--- config.mk ---
export PLATFORM = sky130hd
export DESIGN_NAME = seg7_scan_capture
export DESIGN_NICKNAME = d
export VERILOG_FILES = /design/src/rtl/seg7_scan_capture.sv
export SDC_FILE = /design/constraint.sdc
export NUM_CORES = 1
export LEC_CHECK = 0
export CORE_UTILIZATION = 50
export DETAILED_ROUTE_END_ITERATION = 8
export DONT_BUFFER_PORTS = 1
export PLACE_DENSITY = 0.69
export SYNTH_ARGS = -nofsm -noshare
export SYNTH_HDL_FRONTEND = slang
export SYNTH_SLANG_ARGS = --single-unit
--- constraint.sdc ---
create_clock -name clk -period 1.83 [get_ports clk]
set_input_delay 0.2745 -clock clk [delete_from_list [all_inputs] [get_ports clk]]
set_output_delay 0.2745 -clock clk [all_outputs]
set_load 0.005 [all_outputs]
--- src/rtl/seg7_scan_capture.sv ---
// seg7_scan_capture: decodes a multiplexed active-low 7-seg bus back into a qualified hex value
module seg7_scan_capture #(
  parameter int DIGITS     = 4,
  parameter int STABLE_CNT = 3,
  parameter int TIMEOUT    = 1024
) (
  input  logic                           clk,
  input  logic                           rst_n,
  input  logic [6:0]                     seg_n,
  input  logic [DIGITS-1:0]              an_n,
  output logic [4*DIGITS-1:0]            value,
  output logic                           value_valid,
  output logic                           digit_err,
  output logic [(DIGITS>1 ? $clog2(DIGITS) : 1)-1:0] err_digit,
  output logic                           timeout
);
  localparam int DW = DIGITS > 1 ? $clog2(DIGITS) : 1;
  localparam int CW = $clog2(STABLE_CNT + 1);
  localparam int TW = $clog2(TIMEOUT + 1);
  localparam logic [1:0] IDLE = 2'd0, TRACK = 2'd1, LOCKED = 2'd2;
  localparam logic [6:0] ENC [16] = '{
    7'b1000000, 7'b1111001, 7'b0100100, 7'b0110000, 7'b0011001, 7'b0010010, 7'b0000010, 7'b1111000,
    7'b0000000, 7'b0010000, 7'b0001000, 7'b0000011, 7'b1000110, 7'b0100001, 7'b0000110, 7'b0001110
  };
  logic [6:0]          seg_m, seg_s, cur_pat;
  logic [DIGITS-1:0]   an_m, an_s, sel, captured, cap_nx;
  logic [1:0]          state;
  logic [DW-1:0]       cur_dig, dig;
  logic [CW-1:0]       cnt, ncnt;
  logic [TW-1:0]       tcnt;
  logic [4*DIGITS-1:0] shadow;
  logic [3:0]          nib;
  logic                ok, q, same, hold, acc, frame;
  assign sel   = ~an_s;
  assign q     = (sel != '0) && ((sel & (sel - DIGITS'(1))) == '0);
  assign same  = (dig == cur_dig) && (seg_s == cur_pat);
  assign ncnt  = (state == TRACK && same) ? cnt + CW'(1) : CW'(1);
  assign hold  = (state == LOCKED) && same;
  assign acc   = q && !hold && (ncnt >= CW'(STABLE_CNT));
  assign frame = &captured;
  assign timeout = tcnt == TW'(TIMEOUT);
  // index of the single enabled digit
  always_comb begin
    dig = '0;
    for (int i = 0; i < DIGITS; i++) if (sel[i]) dig = DW'(i);
  end
  // inverse of the encoder table; anything not in it is undecodable
  always_comb begin
    ok  = 1'b0;
    nib = '0;
    for (int i = 0; i < 16; i++) if (seg_s == ENC[i]) begin ok = 1'b1; nib = 4'(i); end
  end
  // completion clears the mask first so a same-cycle accept lands in the new frame
  always_comb begin
    cap_nx = frame ? '0 : captured;
    if (acc) cap_nx[dig] = ok;
  end
  // two-flop synchronizers for the asynchronous display bus
  always_ff @(posedge clk or negedge rst_n) begin
    if (!rst_n) begin
      seg_m <= '0;
      seg_s <= '0;
      an_m  <= '0;
      an_s  <= '0;
    end else begin
      seg_m <= seg_n;
      seg_s <= seg_m;
      an_m  <= an_n;
      an_s  <= an_m;
    end
  end
  // stability tracker: IDLE -> TRACK until STABLE_CNT matching samples -> LOCKED
  always_ff @(posedge clk or negedge rst_n) begin
    if (!rst_n) begin
      state   <= IDLE;
      cur_dig <= '0;
      cur_pat <= '0;
      cnt     <= '0;
    end else if (!q) begin
      state <= IDLE;
      cnt   <= '0;
    end else if (!hold) begin
      state   <= acc ? LOCKED : TRACK;
      cur_dig <= dig;
      cur_pat <= seg_s;
      cnt     <= ncnt;
    end
  end
  // shadow capture, frame publication and error reporting
  always_ff @(posedge clk or negedge rst_n) begin
    if (!rst_n) begin
      shadow      <= '0;
      captured    <= '0;
      value       <= '0;
      value_valid <= 1'b0;
      digit_err   <= 1'b0;
      err_digit   <= '0;
    end else begin
      captured    <= cap_nx;
      value_valid <= frame;
      digit_err   <= acc && !ok;
      if (frame) value <= shadow;
      if (acc && ok) shadow[4*dig +: 4] <= nib;
      if (acc && !ok) err_digit <= dig;
    end
  end
  // frame watchdog, saturating at TIMEOUT
  always_ff @(posedge clk or negedge rst_n) begin
    if (!rst_n) tcnt <= '0;
    else tcnt <= frame ? '0 : (timeout ? tcnt : tcnt + TW'(1));
  end
endmodule

# Yosys cells after proc, flatten, opt, wreduce, memory -nomap -nowiden
# Cells that the tools add are included.
# op_classes
bitwise	3
n_lt_le_gt_ge	3
n_reduce_logical	16
addsub	4
n_eq_ne	22
n_mux	48
shift	2
# op_table
op	count
two-way mux 4 bit	16
negator 4 -> 34 bit	1
variable shift 4 x 34 -> 16 bit (first input constant)	1
indexed part select 4 x 34 -> 16 bit	1
== test 7 bit (second input constant)	4
two-way mux 11 bit	2
== test 7 x 5 -> 1 bit (second input constant)	3
== test 7 x 6 -> 1 bit (second input constant)	3
two-way mux 1 bit	19
bitwise mux 16 bit	1
two-way mux 2 bit	8
== test 7 x 2 -> 1 bit (second input constant)	2
== test 7 x 4 -> 1 bit (second input constant)	2
adder 11 x 1 -> 11 bit (second input constant)	1
== test 11 bit (second input constant)	1
logical AND 1 bit	9
== test 7 x 3 -> 1 bit (second input constant)	1
== test 7 bit	1
zero test 7 bit	1
AND 4 bit	1
bitwise mux 4 bit	1
zero test 4 bit	1
!= test 2 bit (second input constant)	2
NOT 4 bit	1
other kinds (14)	15
# totals
ff_bits	86
output_inout_bits	21
inputBits	13

# Longest topological paths before layout
# logic_depth
word_depth	19
mapped_depth	8
depth_no_buf	8

# Worst setup path after synthesis
# Ideal clock, no wire load.
# synth_path
kind	reg-to-reg
from	register seg_s[3]
to	register err_digit[1] (netlist bit)
t_required_ps	1702
setup_time_ps	128
path_buffers	1
path_slack_ps	-119
t_arrival_ps	1822
path_stages_with_launch	7
cell_sequence	dfrtp_1 clkbuf_2 and4_4 o211ai_1 nand2_8 nor4b_2 mux2_1
# synth_via
elab_chain_len	19
elab_cells_between_ends	43
# synth_lines
element	line_no	text
start, declared	25	logic [6:0] seg_m, seg_s, cur_pat;
start signal, assigned	67	seg_s <= seg_m;
== test 7 bit	51	for (int i = 0; i < 16; i++) if (seg_s == ENC[i]) begin ok = 1'b1; nib = 4'(i); end
two-way mux 1 bit (16 in a row)	51	
zero test 1 bit	104	if (acc && !ok) err_digit <= dig;
logical AND 1 bit *	104	
end signal, assigned	104	
end, declared	14	output logic [(DIGITS>1 ? $clog2(DIGITS) : 1)-1:0] err_digit,
# Mark *: on every way between the ends. The rest lies on a longest branch, timed or not.
# A chain may end at the register's enable or synchronous reset.

# Worst setup path in the final report
# layout_path
from	register seg_s[2]
to	register err_digit[0] (netlist bit)
# Same word-level chain as after synthesis.

==> impl_metrics.py <==
metrics = {
    "floorplanning": {
        "initial_core_util_pct": 51.8,
        "boundaryPins": 34,
        "die_area_um2": 8410,
        "core_area_um2": 7770,
        "dieHeight_um": 91.7,
        "rows": 32,
        "die_w_um": 91.7,
    },
    "setup_path": {
        "critPathMaxFanout": 8,
        "critical_path_required_ns": 2.08,
        "cp-start-kind": "register",
        "regToRegSetupSlack_ns": -0.20,
        "arrival_ns": 2.28,
        "path_class": "reg2reg",
        "cp-end-kind": "register",
    },
    "placed_design": {
        "place_hpwl_um": 5120,
        "port-buffer-count": 0,
        "gp_congestion": 0.853,
        "placed_area_um2": 4460,
        "pre_cts_slack_ns": -0.298,
    },
    "global_route": {
        "grt_pass1_vias": 2789,
        "grt_pass1_wl_um": 13200,
        "grt_overflow_total": 0,
        "grt_antenna_before_repair": 0,
        "grt_start_max_net_pins": 87,
        "track_usage_pct": 20.1,
    },
    "clock_tree": {
        "cts-root-buf": "clkbuf_8",
        "insertion_delay_ns": 0.37,
        "clkSlewWorstSetupHoldPaths_ns": 0.09,
        "h-tree-depth": 3,
        "cts_sinks": 86,
        "cts_tree": "yes",
        "cts_made_buffers": 9,
        "hold_buffers": 11,
        "cts.path.max_buffers": 2,
    },
    "status": {
        "violations": "negative hold slack, negative setup slack",
        "status": "finished with violations",
    },
    "cells_and_area": {
        "nets": 442,
        "final_cell_area_um2": 5010,
        "num_antenna_cells": 0,
        "drive_above_1_share_pct": 27.4,
        "area_delta_synth_final_pct": 24.5,
        "fin_util_pct": 64.5,
    },
    "pwr": {
        "power.total_uw": 4070,
        "p_leak_uw": 0.00224,
        "ir_drop_uv": 500,
        "p_per_area_nw_per_um2": 811,
    },
    "drt": {
        "drc": 0,
        "ant_nets": 0,
        "viasPerCell": 5.21,
        "detail_route.wl_per_cell_um": 14.4,
        "vias": 2739,
        "first_iter_violations": 86,
        "routed_wl_um": 7580,
        "dr.pass1.iters": 4,
    },
    "yosys": {
        "yosys_warnings": 0,
        "synth_seq_cells": 86,
        "synth_edf_count": 0,
        "synth_cell_types": 61,
        "synth_cells": 357,
        "syn_area_um2": 4020,
        "ys_seq_area_share_pct": 53.5,
        "synth.avg_cell_area_um2": 11.3,
        "ys_async_sr_fraction_pct": 100,
        "synth_ff_type": "dfrtp_1",
        "syn-num-nets": 380,
    },
    "sta": {
        "fin_ws_ns": -0.197,
        "max_freq_mhz": 493,
        "rsz0062_at_grt": "yes",
        "tightestPinTransition_ns": 0.354,
        "fin_skew_ns": 0.0109,
        "worst_hold_slack_ns": -0.406,
        "finalSetupViolCount": 31,
        "finalCriticalPeriod_ns": 2.03,
        "hold_violations": 86,
        "fin_crit_sh_pct": 111,
        "slew-limit-headroom_pct": 76.4,
        "maxSlewViolCount": 0,
    },
    "worst_hold_path": {
        "hold_path.class": "in2async",
    },
    "run": {
        "max-cap-violations": 0,
    },
}
## state kept, by name (all words and copies together) (netlist names)
register / flops
an_m: 4
an_s: 4
seg_s: 7
cnt: 2
tcnt: 11
cur_dig: 2
value: 16
digit_err: 1
state: 2
value_valid: 1
seg_m: 7
shadow: 16
captured: 4
cur_pat: 7
err_digit: 2
## cells by family after synthesis
kind of cell,Yosys count,share of synthesized area [%]
adders and majority gates,10,3.11
buffers and inverters,38,4.51
xor gates and xnor gates,19,4.14
and+or+nand+nor,116,15.8
DFF,86,53.5
AOI/OAI and AO/OA,64,12.6
muxes,24,6.31
## critical path: stages (launching register included)
cell      delay (ns)
dfrtp_2         0.47
xor2_1          0.17
nor4_2          0.35
o2111a_2        0.29
nor4b_4         0.28
mux2_1          0.35
## worst paths after layout
kind,from,end,cells past startpoint
max in group asynchronous,rst_n,seg_s[2],0
worst max-delay path,seg_s[2],err_digit[0],5
worst min register to register,seg_m[0],seg_s[0],0
min in group clk,seg_m[0],seg_s[0],0
worst max register to register,seg_s[2],err_digit[0],5
worst min-delay path,rst_n,cnt[0],0
## cells in the mapped netlist (all sizes together) (2+ instances only)
cell | number | area (µm²)
a21oi | 8 | 40.0
nand3b | 2 | 15.0
o21a | 2 | 15.0
nor4b | 2 | 23.8
nand2b | 4 | 25.0
ha | 10 | 125
and4 | 2 | 20.0
nor4 | 6 | 37.5
nor2 | 21 | 81.3
nand4b | 2 | 23.8
nor3b | 3 | 22.5
or2 | 2 | 12.5
inv | 25 | 93.8
o22ai | 2 | 12.5
a31o | 4 | 35.0
nand3 | 7 | 35.0
o21ai | 30 | 158
and3b | 2 | 18.8
nand2 | 42 | 174
mux2 | 11 | 124
o311a | 4 | 85.1
xnor2 | 7 | 61.3
dfrtp | 86 | 2150
xor2 | 12 | 105
and4bb | 2 | 28.8
and3 | 3 | 20.0
buf | 8 | 67.6
nor3 | 5 | 25.0
or3 | 2 | 17.5
nand4 | 6 | 37.5
clkbuf | 5 | 20.0
mux2i | 13 | 130
o211ai | 3 | 36.3
nor2b | 2 | 12.5
a22oi | 2 | 15.0
## through the flow
step	TNS, ns	cells
6_report	-3.65	526
5_1_grt	-6.44	526
3_5_place_dp	-7.79	492
3_3_place_gp	-5.08	492
4_1_cts	-3.58	523
2_1_floorplan	-0.280	357
## where the power goes
part	internal, µW	total (µW)	switching [µW]
registers	1970	2040	65.7
clock network	983	1620	641
logic	231	402	172
total	3190	4070	878
## layout make-up
type                       instances  area [µm²]
clock buffer                      13         159
multi-input combinational        233        1790
timing repair buffer              64         588
tap                              102         128
clock inverter                     3        90.1
fill                             612        2760
sequential                        86        2160
inverter                          25        93.8
## repair_timing
item | in CTS | in global routing
buffers inserted | 4 | 3
pin swaps | 9 | 12
setup endpoints to repair | 32 | 32
hold endpoints to repair | 97 | 86
resized for setup | 23 | 13
## cell usage in the layout (no fill, tap or decap), drive strengths merged, types with 10 or more instances in the layout
cell type / count
buf: 53
clkbuf: 13
dfrtp: 86
dlygate4sd3: 11
ha: 10
inv: 25
mux2: 11
mux2i: 13
nand2: 42
nor2: 21
o21ai: 30
xor2: 12
## layer usage
layer  GRT usage [%]  routed length [µm]  part of all wire, %
met1            25.8                3430                   45
met2            33.6                3820                   50
met3            5.31                 252                  3.3
met4            5.60                  81                  1.1
met5               0                   0                    0
Note: power is estimated with default switching activity, not from simulation.
